[config.mk]
export PLATFORM = sky130hd
export DESIGN_NAME = mem_port_arbiter_flat
export DESIGN_NICKNAME = d
export VERILOG_FILES = /design/src/rtl/mem_port_arbiter_if.sv /design/src/rtl/mem_port_arbiter.sv /design/src/flat_wrapper.sv
export SDC_FILE = /design/constraint.sdc
export NUM_CORES = 1
export LEC_CHECK = 0
export CORE_MARGIN = 5
export CORE_UTILIZATION = 45
export DETAILED_ROUTE_END_ITERATION = 16
export PLACE_DENSITY_LB_ADDON = 0.05
export SLEW_MARGIN = 0
export SYNTH_ARGS = -nofsm -noshare
export SYNTH_HDL_FRONTEND = slang
export SYNTH_SLANG_ARGS = --single-unit
[constraint.sdc]
create_clock -name clk -period 5.05 [get_ports clk]
set_clock_uncertainty 0.05 [all_clocks]
set_input_delay 1.01 -clock clk [delete_from_list [all_inputs] [get_ports clk]]
set_output_delay 1.01 -clock clk [all_outputs]
set_load 0.01 [all_outputs]
[src/rtl/mem_port_arbiter_if.sv]
// Requester and memory-side signal bundle for the unified memory port arbiter.
// The slave modport is the arbiter's view; master is the requesters and memory.
interface mem_port_arbiter_if #(
    parameter int BUS_WIDTH  = 64,
    parameter int ADDR_WIDTH = 15
);
    logic                  i_req;
    logic [ADDR_WIDTH-1:0] i_addr;
    logic                  i_ack;
    logic [BUS_WIDTH-1:0]  i_rdata;
    logic                  i_stall;

    logic                  d_req;
    logic                  d_we;
    logic [ADDR_WIDTH-1:0] d_addr;
    logic [BUS_WIDTH-1:0]  d_wdata;
    logic                  d_ack;
    logic [BUS_WIDTH-1:0]  d_rdata;
    logic                  d_stall;

    logic                  mem_req;
    logic                  mem_we;
    logic [ADDR_WIDTH-1:0] mem_addr;
    logic [BUS_WIDTH-1:0]  mem_wdata;
    logic                  mem_ack;
    logic [BUS_WIDTH-1:0]  mem_rdata;

    logic                  err_spurious;

    modport slave (
        input  i_req, i_addr, d_req, d_we, d_addr, d_wdata, mem_ack, mem_rdata,
        output i_ack, i_rdata, i_stall, d_ack, d_rdata, d_stall,
        output mem_req, mem_we, mem_addr, mem_wdata, err_spurious
    );

    modport master (
        output i_req, i_addr, d_req, d_we, d_addr, d_wdata, mem_ack, mem_rdata,
        input  i_ack, i_rdata, i_stall, d_ack, d_rdata, d_stall,
        input  mem_req, mem_we, mem_addr, mem_wdata, err_spurious
    );
endinterface

[src/rtl/mem_port_arbiter.sv]
// Single-ported memory arbiter: data side has priority, a starvation counter
// forces an instruction grant after MAX_DGRANT data grants while fetch waits.
module mem_port_arbiter #(
    parameter int BUS_WIDTH  = 64,
    parameter int ADDR_WIDTH = 15,
    parameter int MAX_DGRANT = 3
) (
    input  logic               clk,
    input  logic               rst,
    mem_port_arbiter_if.slave  bus
);
    localparam int CNT_W = 4;

    typedef enum logic [2:0] {
        IDLE   = 3'd0,
        WAIT_I = 3'd1,
        WAIT_D = 3'd2,
        RESP_I = 3'd3,
        RESP_D = 3'd4
    } state_t;

    state_t                r_state;
    state_t                w_next;
    logic [CNT_W-1:0]      r_starve_cnt;
    logic                  r_mem_req;
    logic                  r_mem_we;
    logic [ADDR_WIDTH-1:0] r_mem_addr;
    logic [BUS_WIDTH-1:0]  r_mem_wdata;
    logic [BUS_WIDTH-1:0]  r_i_rdata;
    logic [BUS_WIDTH-1:0]  r_d_rdata;
    logic                  r_err;

    logic                  w_starved;
    logic                  w_grant_d;
    logic                  w_grant_i;
    logic                  w_in_wait;

    always_comb begin
        w_next    = r_state;
        w_grant_d = 1'b0;
        w_grant_i = 1'b0;
        w_starved = bus.i_req && (r_starve_cnt == CNT_W'(MAX_DGRANT));
        case (r_state)
            IDLE: begin
                if (bus.d_req && !w_starved) begin
                    w_grant_d = 1'b1;
                    w_next    = WAIT_D;
                end else if (bus.i_req) begin
                    w_grant_i = 1'b1;
                    w_next    = WAIT_I;
                end
            end
            WAIT_I:  if (bus.mem_ack) w_next = RESP_I;
            WAIT_D:  if (bus.mem_ack) w_next = RESP_D;
            // Requests are deliberately not sampled here so a held req is not re-issued.
            RESP_I:  w_next = IDLE;
            RESP_D:  w_next = IDLE;
            default: w_next = IDLE;
        endcase
    end

    always_ff @(posedge clk) begin
        if (!rst) r_state <= IDLE;
        else      r_state <= w_next;
    end

    assign w_in_wait = (r_state == WAIT_I) || (r_state == WAIT_D);

    always_ff @(posedge clk) begin
        if (!rst) begin
            r_starve_cnt <= '0;
            r_mem_req    <= 1'b0;
            r_mem_we     <= 1'b0;
            r_mem_addr   <= '0;
            r_mem_wdata  <= '0;
            r_i_rdata    <= '0;
            r_d_rdata    <= '0;
            r_err        <= 1'b0;
        end else begin
            r_mem_req <= w_grant_d || w_grant_i;

            if (w_grant_d) begin
                r_mem_we    <= bus.d_we;
                r_mem_addr  <= bus.d_addr;
                r_mem_wdata <= bus.d_wdata;
            end else if (w_grant_i) begin
                r_mem_we    <= 1'b0;
                r_mem_addr  <= bus.i_addr;
            end

            if (w_grant_i)
                r_starve_cnt <= '0;
            else if (w_grant_d && bus.i_req && r_starve_cnt != CNT_W'(MAX_DGRANT))
                r_starve_cnt <= r_starve_cnt + 1'b1;

            if (r_state == WAIT_I && bus.mem_ack)
                r_i_rdata <= bus.mem_rdata;
            if (r_state == WAIT_D && bus.mem_ack && !r_mem_we)
                r_d_rdata <= bus.mem_rdata;

            // Acks outside a wait belong to nothing we issued (e.g. abandoned by reset).
            if (bus.mem_ack && !w_in_wait)
                r_err <= 1'b1;
        end
    end

    assign bus.i_ack        = (r_state == RESP_I);
    assign bus.d_ack        = (r_state == RESP_D);
    assign bus.i_rdata      = r_i_rdata;
    assign bus.d_rdata      = r_d_rdata;
    assign bus.i_stall      = bus.i_req && !bus.i_ack;
    assign bus.d_stall      = bus.d_req && !bus.d_ack;
    assign bus.mem_req      = r_mem_req;
    assign bus.mem_we       = r_mem_we;
    assign bus.mem_addr     = r_mem_addr;
    assign bus.mem_wdata    = r_mem_wdata;
    assign bus.err_spurious = r_err;
endmodule

[src/flat_wrapper.sv]
// flat-port wrapper written by rule: the top's interface ports become plain ports
module mem_port_arbiter_flat 
#(
    parameter int BUS_WIDTH  = 64,
    parameter int ADDR_WIDTH = 15,
    parameter int MAX_DGRANT = 3
)
  (clk, rst, bus_i_req, bus_i_addr, bus_d_req, bus_d_we, bus_d_addr, bus_d_wdata, bus_mem_ack, bus_mem_rdata, bus_i_ack, bus_i_rdata, bus_i_stall, bus_d_ack, bus_d_rdata, bus_d_stall, bus_mem_req, bus_mem_we, bus_mem_addr, bus_mem_wdata, bus_err_spurious);
  mem_port_arbiter_if #(.BUS_WIDTH(BUS_WIDTH), .ADDR_WIDTH(ADDR_WIDTH)) bus_i ();
  input  logic clk;
  input  logic rst;
  input wire logic [$bits(bus_i.i_req)-1:0] bus_i_req;
  input wire logic [$bits(bus_i.i_addr)-1:0] bus_i_addr;
  input wire logic [$bits(bus_i.d_req)-1:0] bus_d_req;
  input wire logic [$bits(bus_i.d_we)-1:0] bus_d_we;
  input wire logic [$bits(bus_i.d_addr)-1:0] bus_d_addr;
  input wire logic [$bits(bus_i.d_wdata)-1:0] bus_d_wdata;
  input wire logic [$bits(bus_i.mem_ack)-1:0] bus_mem_ack;
  input wire logic [$bits(bus_i.mem_rdata)-1:0] bus_mem_rdata;
  output wire logic [$bits(bus_i.i_ack)-1:0] bus_i_ack;
  output wire logic [$bits(bus_i.i_rdata)-1:0] bus_i_rdata;
  output wire logic [$bits(bus_i.i_stall)-1:0] bus_i_stall;
  output wire logic [$bits(bus_i.d_ack)-1:0] bus_d_ack;
  output wire logic [$bits(bus_i.d_rdata)-1:0] bus_d_rdata;
  output wire logic [$bits(bus_i.d_stall)-1:0] bus_d_stall;
  output wire logic [$bits(bus_i.mem_req)-1:0] bus_mem_req;
  output wire logic [$bits(bus_i.mem_we)-1:0] bus_mem_we;
  output wire logic [$bits(bus_i.mem_addr)-1:0] bus_mem_addr;
  output wire logic [$bits(bus_i.mem_wdata)-1:0] bus_mem_wdata;
  output wire logic [$bits(bus_i.err_spurious)-1:0] bus_err_spurious;
  assign bus_i.i_req = bus_i_req;
  assign bus_i.i_addr = bus_i_addr;
  assign bus_i.d_req = bus_d_req;
  assign bus_i.d_we = bus_d_we;
  assign bus_i.d_addr = bus_d_addr;
  assign bus_i.d_wdata = bus_d_wdata;
  assign bus_i.mem_ack = bus_mem_ack;
  assign bus_i.mem_rdata = bus_mem_rdata;
  assign bus_i_ack = bus_i.i_ack;
  assign bus_i_rdata = bus_i.i_rdata;
  assign bus_i_stall = bus_i.i_stall;
  assign bus_d_ack = bus_i.d_ack;
  assign bus_d_rdata = bus_i.d_rdata;
  assign bus_d_stall = bus_i.d_stall;
  assign bus_mem_req = bus_i.mem_req;
  assign bus_mem_we = bus_i.mem_we;
  assign bus_mem_addr = bus_i.mem_addr;
  assign bus_mem_wdata = bus_i.mem_wdata;
  assign bus_err_spurious = bus_i.err_spurious;
  mem_port_arbiter #(.BUS_WIDTH(BUS_WIDTH), .ADDR_WIDTH(ADDR_WIDTH), .MAX_DGRANT(MAX_DGRANT)) u_core (.clk(clk), .rst(rst), .bus(bus_i));
endmodule
Yosys cells after proc, flatten, opt, wreduce, memory -nomap -nowiden
Cells that the tools add are included.
- bitwise gates (word level): 1
- equal/unequal tests: 9
- reductions and logical operators: 21
- muxes and demuxes: 14
- add/sub/neg operators: 1
- operators by type and width (cell ; count):
    $mux W15 ; 2
    $mux W3 ; 4
    $logic_and A1 B1 Y1 ; 10
    $pmux W3 S3 ; 1
    $mux W1 ; 7
    $eq A3 B2 Y1 const B ; 2
    $logic_not A1 Y1 ; 5
    $add A4 B1 Y4 const B ; 1
    $eq A4 B2 Y1 const B ; 1
    $ne A2 B2 Y1 const B ; 2
    $ne A4 B2 Y1 const B ; 1
    $eq A3 B1 Y1 const B ; 1
    $eq A3 B3 Y1 const B ; 1
    $logic_not A3 Y1 ; 1
    $ne A3 B2 Y1 const B ; 1
    $reduce_and A3 Y1 ; 1
    $logic_or A1 B1 Y1 ; 2
    $reduce_bool A2 Y1 ; 1
    $reduce_or A2 Y1 ; 1
    $not A1 Y1 ; 1
- logic and storage cells: 55
- bits in registers: 217
- input bits: 164
- output and inout bits: 214

Depth between registers and ports, before layout
Gate-level depths: netlist of run 1.
- depth after elaboration: 8
- depth in mapped cells: 7
- mapped depth without buffers: 4

Worst setup path after synthesis of run 1
Ideal clock, no wire load.
- kind: input-to-output
- start point: in bus_d_req
- end point: out bus_d_stall
- data arrival time: 1491 ps
- data required time: 3990 ps
- slack: 2499 ps
- cell stages on the path: 3
- cells stage by stage: inv_1 -> clkbuf_1 -> nor2_1
- word-level cells in the longest chain between the ends: 1
- RTL lines (element ; RTL line ; source):
    start, declared ; flat_wrapper.sv:14 ; input wire logic [$bits(bus_i.d_req)-1:0] bus_d_req;
    $logic_and A1 B1 Y1 ; mem_port_arbiter.sv:112 ; assign bus.d_stall = bus.d_req && !bus.d_ack;
    end, declared ; flat_wrapper.sv:25 ; output wire logic [$bits(bus_i.d_stall)-1:0] bus_d_stall;
Every way passes these cells.

Worst setup path in the final report of run 1
Ends and elaborated chain as after synthesis.

==> flow_summary_export.csv, run 1 <==
group,metric,value,unit
yosys,syn_nets,1163,
yosys,netlist_area,8376,um^2
placed_design,dp.final_hpwl,19500,um
pwr,switching_share,26.40,%
die,pin_count,378,
yosys,synth_top_family_by_area,"simple AND/OR/NAND/NOR gates",
sta,setup_viol,0,
pwr,p_sw,1.147,mW
cells_and_area,multi_input_area,3606,um^2
yosys,synth-async-reset-ratio,0,%
yosys,ys_warn_count,0,
cells_and_area,drive_gt1_share,4.348,%
routing,routed_wl,28480,um
die,die_area,21440,um^2
worst_setup_path,critPathMaxFanout,23,
yosys,seq_area_frac_synth,51.87,%
pwr,pwr-share-comb,19.2,%
clocking,h-tree-depth,1,
cells_and_area,num_antenna_cells,0,
die,start_util,46.15,%
clocking,clk_pin_slew,60,ps
clocking,numCtsBuffers,23,
die,die_w,146.4,um
cells_and_area,layout_common_cells,"clkdlybuf4s50_1, nand2_1, dfxtp_1, a21oi_1, o21ai_0",
routing,wl_per_cell,18.22,um
global_routing,antenna_found_initial,0,
pwr,p_int,3.198,mW
worst_setup_path,r2r-start,"u_core.r_state[0]",
global_routing,grt_first_pass_wirelength,43740,um
worst_setup_path,path_buf_inv,4,
worst_setup_path,crit_required,3990,ps
routing,wl_met1,10730,um
global_routing,grt_max_degree,113,
min_path,hold_class,"flip-flop to flip-flop",
global_routing,grt_pass1_vias,7879,
pwr,seq_power_share,43.7,%
cells_and_area,nFillCells,1485,
cells_and_area,final_cells,1563,
routing,top_layer,"met4",
placed_design,port_buffers,377,
yosys,yosys.area_share.simple,17.99,%
yosys,ys.flop_type,"dfxtp_1",
placed_design,dpl.cell_count,1525,
die,num_rows,49,
run_status,status,"completed",
cells_and_area,nets,1486,
sta,finalSetupTns,0,ps
pwr,p_clk_share,37.2,%
pwr,ir_drop,235.6,uV
pwr,p_per_area,336.4,nW/um^2
clocking,cts_tree,"built",
worst_setup_path,slowest_stage,"clkdlybuf4s50_1",
min_path,whs_endpoint,"u_core.bus.err_spurious",
sta,relSlewSlack,26.37,%
yosys,syn_inst,998,
clocking,clockRootBuffer,"clkbuf_16",
routing,drc,0,
worst_setup_path,rrSetupSlack,2720,ps
global_routing,track_usage,24.93,%
routing,firstDrtPassIters,5,
routing,vias_per_cell,5.273,
routing,vias,8242,
yosys,netlist-cell-type-count,38,
yosys,synth_xor_area_share,0.1046,%
sta,worst_pin_slew,1104,ps
worst_setup_path,end_kind,"output port",
yosys,synth_mux_area_share,7.649,%
min_path,whs_path_depth,2,
sta,slew_violations,0,
yosys,synth_compound_area_share,16.40,%
placed_design,gp_congestion,0.8043,
yosys,ys_ff_latch,217,
die,core-area,18150,um^2
min_path,hp-start,"u_core.bus.err_spurious",
routing,ant_nets,0,
cells_and_area,final_common_cell,"clkdlybuf4s50_1",
global_routing,grt-ovfl-total,0,
job,maxCapViolations,0,
cells_and_area,area.sequential,4345,um^2
clocking,insertion_delay,510,ps
sta,final.min_clock_period,3805,ps
worst_setup_path,crit_type,"input port to output port",
clocking,cts.path.max_buffers,3,
worst_setup_path,worst_setup_path_start_kind,"input port",
die,die_h,146.4,um
worst_setup_path,worst_r2r_endpoint,"u_core.bus.mem_addr[14]",
worst_setup_path,critPathArrivalTime,2740,ps
worst_setup_path,max_stage_delay,540,ps
sta,final-hold-violation-count,0,
sta,max_freq,262.8,MHz
yosys,synth-edff-count,0,
clocking,ctsHoldBuffers,0,
worst_setup_path,rr_worst_depth,3,
yosys,yosys.area_share.adder,0.1494,%
clocking,cts.sinks,217,
yosys,syn_avg_cell_area,8.392,um^2
sta,fin_crit_sh,75.34,%
pwr,p_leak,4.581,nW
sta,rsz0062_at_grt,"no",
clocking,postCtsSetupBuffers,0,
routing,drtIter0Drc,510,
routing,dr_wl_met2,14140,um
routing,wl_met3,2737,um
cells_and_area,syn_to_final_growth,54.23,%
worst_setup_path,path_common_cell,"clkdlybuf4s50_1",
worst_setup_path,worstPathCellList,"clkdlybuf4s50_1, buf_4, inv_1, nor2_1, clkdlybuf4s50_1",
clocking,cts_resized,0,
worst_setup_path,crit_family,"buffers and inverters",
worst max-delay path by stage:
stage | to | start | cells after the start | slack (ps)
finish | bus_d_stall | bus_d_req | 5 | 1250
global route | bus_d_stall | bus_d_req | 5 | 1130
CTS | bus_d_stall | bus_d_req | 5 | 1260
detailed placement | bus_d_stall | bus_d_req | 5 | 1270
global placement | bus_d_stall | bus_d_req | 5 | 1250
floorplan | bus_d_stall | bus_d_req | 3 | 2500
kinds of logic (layout without fill, tap and decap cells):
group,after synthesis,count (layout)
adder cells (fa/ha/maj),1,1
flip-flops,217,217
AO/OA/AOI/OAI,248,248
XOR/XNOR,1,1
AND/OR/NAND/NOR,353,353
multiplexers,64,64
buffers and inverters,114,450
stage by stage:
| step | hold slack, ps | power (mW) | utilization, % | instance area (um^2) | setup WS (ps) |
|---|---|---|---|---|---|
| final | 395.6 | 4.345 | 71.18 | 12920 | 1245 |
| after floorplan | 408.1 | 2.314 | - | 8376 | 2499 |
| after detailed placement | 390.7 | 2.768 | 67.27 | 12210 | 1269 |
| after CTS | 397.8 | 4.388 | 71.18 | 12920 | 1260 |
| after global placement | 382.8 | 2.758 | 67.27 | 12210 | 1251 |
| after global routing | 417.4 | 4.529 | 71.18 | 12920 | 1133 |
tightest hold or removal path, cell delays in order (launching register included):
cell and delay, ps:
dfxtp_1 310, inv_1 40, a21oi_1 50
synthesized netlist by cell type (2+ instances only):
library cell    n  area [um^2]
buf_6           6        67.56
nor4bb_1        3        30.03
nand2_1       259        972.2
nor2_1          4        15.01
dfxtp_1       217         4344
buf_4           3        22.52
nand4bb_1       3        33.78
buf_2           4        20.02
nand4_1         3        18.77
nand3_1        66        330.3
a221oi_1       15        131.4
mux2i_1        64        640.6
clkbuf_1       65        244.0
nor2b_1         3        18.77
a21oi_1       132        660.6
nor3_1          2        10.01
inv_1          19        71.32
buf_1          15        56.30
a311oi_1       15        131.4
o21ai_0        81        405.4
and3_1          2        12.51
metal layers:
layer | vias to the layer above | GRT usage, %
met4 | 0 | 7.996
met5 | - | 0
met3 | 45 | 8.987
met1 | 3817 | 28.54
li1 | 4046 | -
met2 | 334 | 43.44
flip-flops by register name, summed over array words and instances (netlist names):
signal and count:
u_core.bus.d_rdata 64, u_core.bus.err_spurious 1, u_core.bus.i_rdata 64, u_core.bus.mem_addr 15, u_core.bus.mem_req 1, u_core.bus.mem_wdata 64
u_core.bus.mem_we 1, u_core.r_starve_cnt 4, u_core.r_state 3
layout make-up:
type	count	area share (%)
sequential	217	33.64
timing repair buffer	391	30.10
multi-input combinational	667	27.92
clock buffer	30	4.892
tap	229	2.218
inverter	21	0.6296
clock inverter	8	0.6005
power by group through the flow:
stage,Clock (mW),Sequential [mW],Combinational [mW]
after global routing,1.72,1.91,0.897
after CTS,1.65,1.90,0.840
after floorplan,0,1.98,0.337
final,1.62,1.90,0.832
after detailed placement,0,1.93,0.834
after global placement,0,1.93,0.829
Note: power is estimated with default switching activity, not from simulation.
==> inputs of run 2 (changes only) <==
- CORE_UTILIZATION: 45 -> 42
- clock period: 5.05 -> 3.6 ns (I/O delays scaled with it)
==> flow_summary_export.csv, run 2 (synthesis gave the netlist of run 1 again) <==
group,metric,value,unit
sta,worst_pin_slew,1190,ps
clocking,clockRootBuffer,"clkbuf_16",
clocking,postCtsSetupBuffers,0,
placed_design,dp.final_hpwl,19450,um
pwr,p_per_area,474.8,nW/um^2
die,num_rows,51,
sta,rsz0062_at_grt,"no",
clocking,cts_tree,"built",
sta,finalSetupTns,0,ps
die,core-area,19530,um^2
clocking,numCtsBuffers,24,
sta,final.min_clock_period,3129,ps
clocking,h-tree-depth,1,
sta,fin_crit_sh,86.91,%
sta,max_freq,319.6,MHz
cells_and_area,syn_to_final_growth,56.15,%
routing,drtIter0Drc,444,
clocking,clk_pin_slew,60,ps
placed_design,gp_congestion,0.7833,
cells_and_area,nets,1490,
global_routing,grt-ovfl-total,0,
worst_setup_path,end_kind,"output port",
routing,vias_per_cell,5.113,
clocking,cts.sinks,217,
pwr,ir_drop,338.5,uV
sta,relSlewSlack,20.54,%
routing,wl_per_cell,17.71,um
cells_and_area,final_common_cell,"clkdlybuf4s50_1",
die,pin_count,378,
sta,slew_violations,0,
placed_design,placedInstanceArea,12300,um^2
min_path,hold_class,"flip-flop to flip-flop",
routing,routed_wl,28430,um
worst_setup_path,crit_required,2830,ps
routing,ant_nets,0,
cells_and_area,postLayoutCellArea,13080,um^2
die,start_util,42.89,%
worst_setup_path,path_buf_inv,2,
worst_setup_path,worst_setup_path_start_kind,"flip-flop",
worst_setup_path,max_stage_delay,640,ps
global_routing,grt_max_degree,68,
global_routing,antenna_found_initial,1,
global_routing,grt_pass1_vias,7905,
global_routing,track_usage,23.55,%
job,maxCapViolations,0,
routing,vias,8207,
pwr,p_leak,4.641,nW
routing,firstDrtPassIters,6,
pwr,power.total,6.210,mW
worst_setup_path,slowest_stage,"clkdlybuf4s50_1",
clocking,ctsHoldBuffers,0,
worst_setup_path,worstPathCellList,"inv_1, nor3_1, clkdlybuf4s50_1",
placed_design,port_buffers,377,
sta,setup_viol,0,
routing,drc,0,
die,die_h,151.2,um
sta,final-hold-violation-count,0,
worst_setup_path,critPathMaxFanout,9,
global_routing,grt_first_pass_wirelength,43150,um
clocking,cts_resized,0,
die,die_area,22870,um^2
run_status,status,"completed",
clocking,cts.path.max_buffers,3,
cells_and_area,layout_common_cells,"clkdlybuf4s50_1, nand2_1, dfxtp_1, a21oi_1, o21ai_0",
die,die_w,151.2,um
cells_and_area,drive_gt1_share,4.780,%
worst_setup_path,crit_family,"buffers and inverters",
worst_setup_path,crit_type,"flip-flop to output port",
clocking,insertion_delay,520,ps
worst_setup_path,critPathArrivalTime,2360,ps
## run 2: worst reg2reg max path, cell delays in order (launching register included)
cell	delay (ps)
dfxtp_1	650
or3_1	660
or2_1	600
a221oi_1	200
## run 2: cell type report
class	instances	area (um^2)
clock buffer	37	749.5
inverter	21	81.33
fill	1673	6447
multi-input combinational	667	3606
clock inverter	3	26.28
timing repair buffer	394	3936
sequential	217	4345
antenna	1	2.502
tap	265	331.6
## run 2: path summary, 6_finish.rpt
| path | from | to | slack [ps] | depth (start not counted) |
|---|---|---|---|---|
| max | u_core.r_state[2] | bus_d_ack | 470 | 3 |
| min | u_core.bus.err_spurious | u_core.bus.err_spurious | 400 | 2 |
| max reg2reg | u_core.r_state[0] | u_core.bus.mem_addr[0] | 1290 | 3 |
| min reg2reg | u_core.bus.err_spurious | u_core.bus.err_spurious | 400 | 2 |
## run 2: metrics by stage
stage               setup slack [ps]  utilization, %  std cells  hold WS, ps
global placement               711.9           63.00       1564        385.1
floorplan                       1629               -        998        408.1
detailed placement             686.0           63.00       1564        390.9
finish                         471.3           66.98       1605        399.1
CTS                            458.0           66.97       1604        400.3
global route                   378.4           66.97       1604        414.0
## run 2: metal layers
layer | wire [um] | up-vias | share of wire (%) | global-route usage, %
li1 | - | 4053 | - | -
met1 | 10840 | 3785 | 38 | 28.08
met2 | 13640 | 312 | 48 | 39.25
met3 | 3057 | 55 | 11 | 8.887
met4 | 876 | 2 | 3.1 | 7.434
met5 | 14 | - | 0.049 | 0
## run 2: power breakdown
group          total, mW  internal (mW)  switching (mW)
clock               2.38           1.42           0.958
combinational       1.16          0.616           0.549
sequential          2.67           2.57          0.0967
total               6.21           4.61            1.60
==> inputs of run 3 (changes only) <==
- CORE_AREA: unset -> 2 2 145 147
- CORE_MARGIN: 5 -> unset
- CORE_UTILIZATION: 42 -> unset
- DIE_AREA: unset -> 0 0 147 149
==> flow_summary_export.csv, run 3 (synthesis gave the netlist of run 1 again) <==
group,metric,value,unit
routing,firstDrtPassIters,5,
clocking,numCtsBuffers,23,
placed_design,gp_congestion,0.8176,
clocking,clockRootBuffer,"clkbuf_16",
sta,final-hold-violation-count,0,
routing,drc,0,
worst_setup_path,slowest_stage,"clkdlybuf4s50_1",
pwr,p_leak,4.628,nW
sta,fin_crit_sh,83.15,%
global_routing,grt_pass1_vias,7874,
global_routing,grt_util_met1,30.39,%
global_routing,track_usage,24.45,%
sta,hold-worst-slack,400.8,ps
worst_setup_path,end_kind,"output port",
die,die_h,149,um
worst_setup_path,r2r-start,"u_core.r_state[0]",
pwr,p_per_area,470.1,nW/um^2
clocking,ctsHoldBuffers,0,
worst_setup_path,max_stage_delay,620,ps
job,maxCapViolations,0,
routing,wl_per_cell,17.19,um
clocking,h-tree-depth,1,
min_path,hp-start,"u_core.bus.i_rdata[27]",
placed_design,port_buffers,377,
sta,worst_pin_slew,1056,ps
worst_setup_path,crit_family,"buffers and inverters",
sta,slew_violations,0,
cells_and_area,postLayoutCellArea,13050,um^2
worst_setup_path,crit_required,2830,ps
worst_setup_path,path_buf_inv,2,
cells_and_area,layout_common_cells,"clkdlybuf4s50_1, nand2_1, dfxtp_1, a21oi_1, o21ai_0",
run_status,status,"completed",
worst_setup_path,crit_type,"flip-flop to output port",
die,die_w,147,um
cells_and_area,num_antenna_cells,0,
worst_setup_path,worstPathCellList,"inv_1, nor3_1, clkdlybuf4s50_1",
die,pin_count,378,
routing,routed_wl,27740,um
cells_and_area,syn_to_final_growth,55.84,%
worst_setup_path,worstSetupStartpoint,"u_core.r_state[2]",
die,core-area,20560,um^2
cells_and_area,drive_gt1_share,4.630,%
clocking,clk_pin_slew,60,ps
global_routing,grt_first_pass_wirelength,43450,um
cells_and_area,final_util,63.49,%
worst_setup_path,critPathMaxFanout,9,
cells_and_area,nFillCells,1773,
routing,ant_nets,0,
cells_and_area,final_common_cell,"clkdlybuf4s50_1",
die,die_area,21900,um^2
routing,drtIter0Drc,444,
clocking,cts_resized,0,
clocking,postCtsSetupBuffers,0,
global_routing,grt-busiest-layer,"met2",
routing,vias,8202,
cells_and_area,nets,1489,
routing,vias_per_cell,5.082,
pwr,ir_drop,405.7,uV
sta,setup_viol,0,
placed_design,placedInstanceArea,12330,um^2
clocking,insertion_delay,490,ps
die,num_rows,53,
global_routing,grt_util_met2,40.94,%
sta,rsz0062_at_grt,"no",
min_path,hold_class,"flip-flop to flip-flop",
sta,relSlewSlack,29.35,%
sta,finalSetupTns,0,ps
worst_setup_path,worst_setup_path_start_kind,"flip-flop",
global_routing,antenna_found_initial,0,
sta,max_freq,334.1,MHz
die,start_util,40.74,%
clocking,cts_tree,"built",
worst_setup_path,critPathArrivalTime,2220,ps
placed_design,dp.final_hpwl,18840,um
clocking,cts.path.max_buffers,3,
clocking,cts.sinks,217,
global_routing,grt-ovfl-total,0,
global_routing,grt_max_degree,99,
global_routing,met3_usage,8.073,%
sta,final.min_clock_period,2994,ps
-- run 3: changes by cell type in the layout (fill, tap and decap cells not counted), sizes merged --
cell	before	now
clkbuf	37	33
clkinv	3	5
bufinv	0	1
diode	1	0
inv	21	22
-- run 3: worst reg2reg max path: stages (launching register included) --
cell and delay, ps:
dfxtp_1 460, or3_1 700, nor3_4 280, buf_4 500, mux2i_1 290
-- run 3: stage by stage --
stage	power, mW	instances	setup WS [ps]
floorplan	3.247	998	1629
global placement	3.876	1574	594.2
detailed placement	3.886	1574	486.6
CTS	6.194	1614	624.5
global route	6.408	1614	508.7
finish	6.136	1614	606.5
-- run 3: per-layer routing --
| metal | share of wire [%] | up-vias |
|---|---|---|
| li1 | - | 4060 |
| met1 | 41 | 3795 |
| met2 | 47 | 309 |
| met3 | 9.4 | 38 |
| met4 | 2.5 | 0 |
| met5 | 0 | - |
-- run 3: cell type report --
cell class	count	area [um^2]	share of cell area (%)
multi-input cells	667	3606	27.63
inverters	21	81.33	0.6231
repair buffers	394	3949	30.25
clock inverters	7	63.81	0.4889
clock buffers	33	663.1	5.081
well taps	275	344.1	2.636
flip-flops and latches	217	4345	33.29
-- run 3: final timing paths --
check | slack [ps] | cells after the start | endpoint
setup / recovery | 610 | 3 | bus_d_ack
hold reg to reg | 400 | 2 | u_core.bus.i_rdata[27]
hold / removal | 400 | 2 | u_core.bus.i_rdata[27]
setup reg to reg | 1250 | 4 | u_core.bus.mem_wdata[27]
-- run 3: where the power goes --
| group | total, mW | switching, mW | internal [mW] | leakage, nW |
|---|---|---|---|---|
| logic | 1.16 | 0.543 | 0.617 | 2.50 |
| registers | 2.67 | 0.103 | 2.57 | 1.77 |
| clock network | 2.30 | 0.956 | 1.35 | 0.364 |
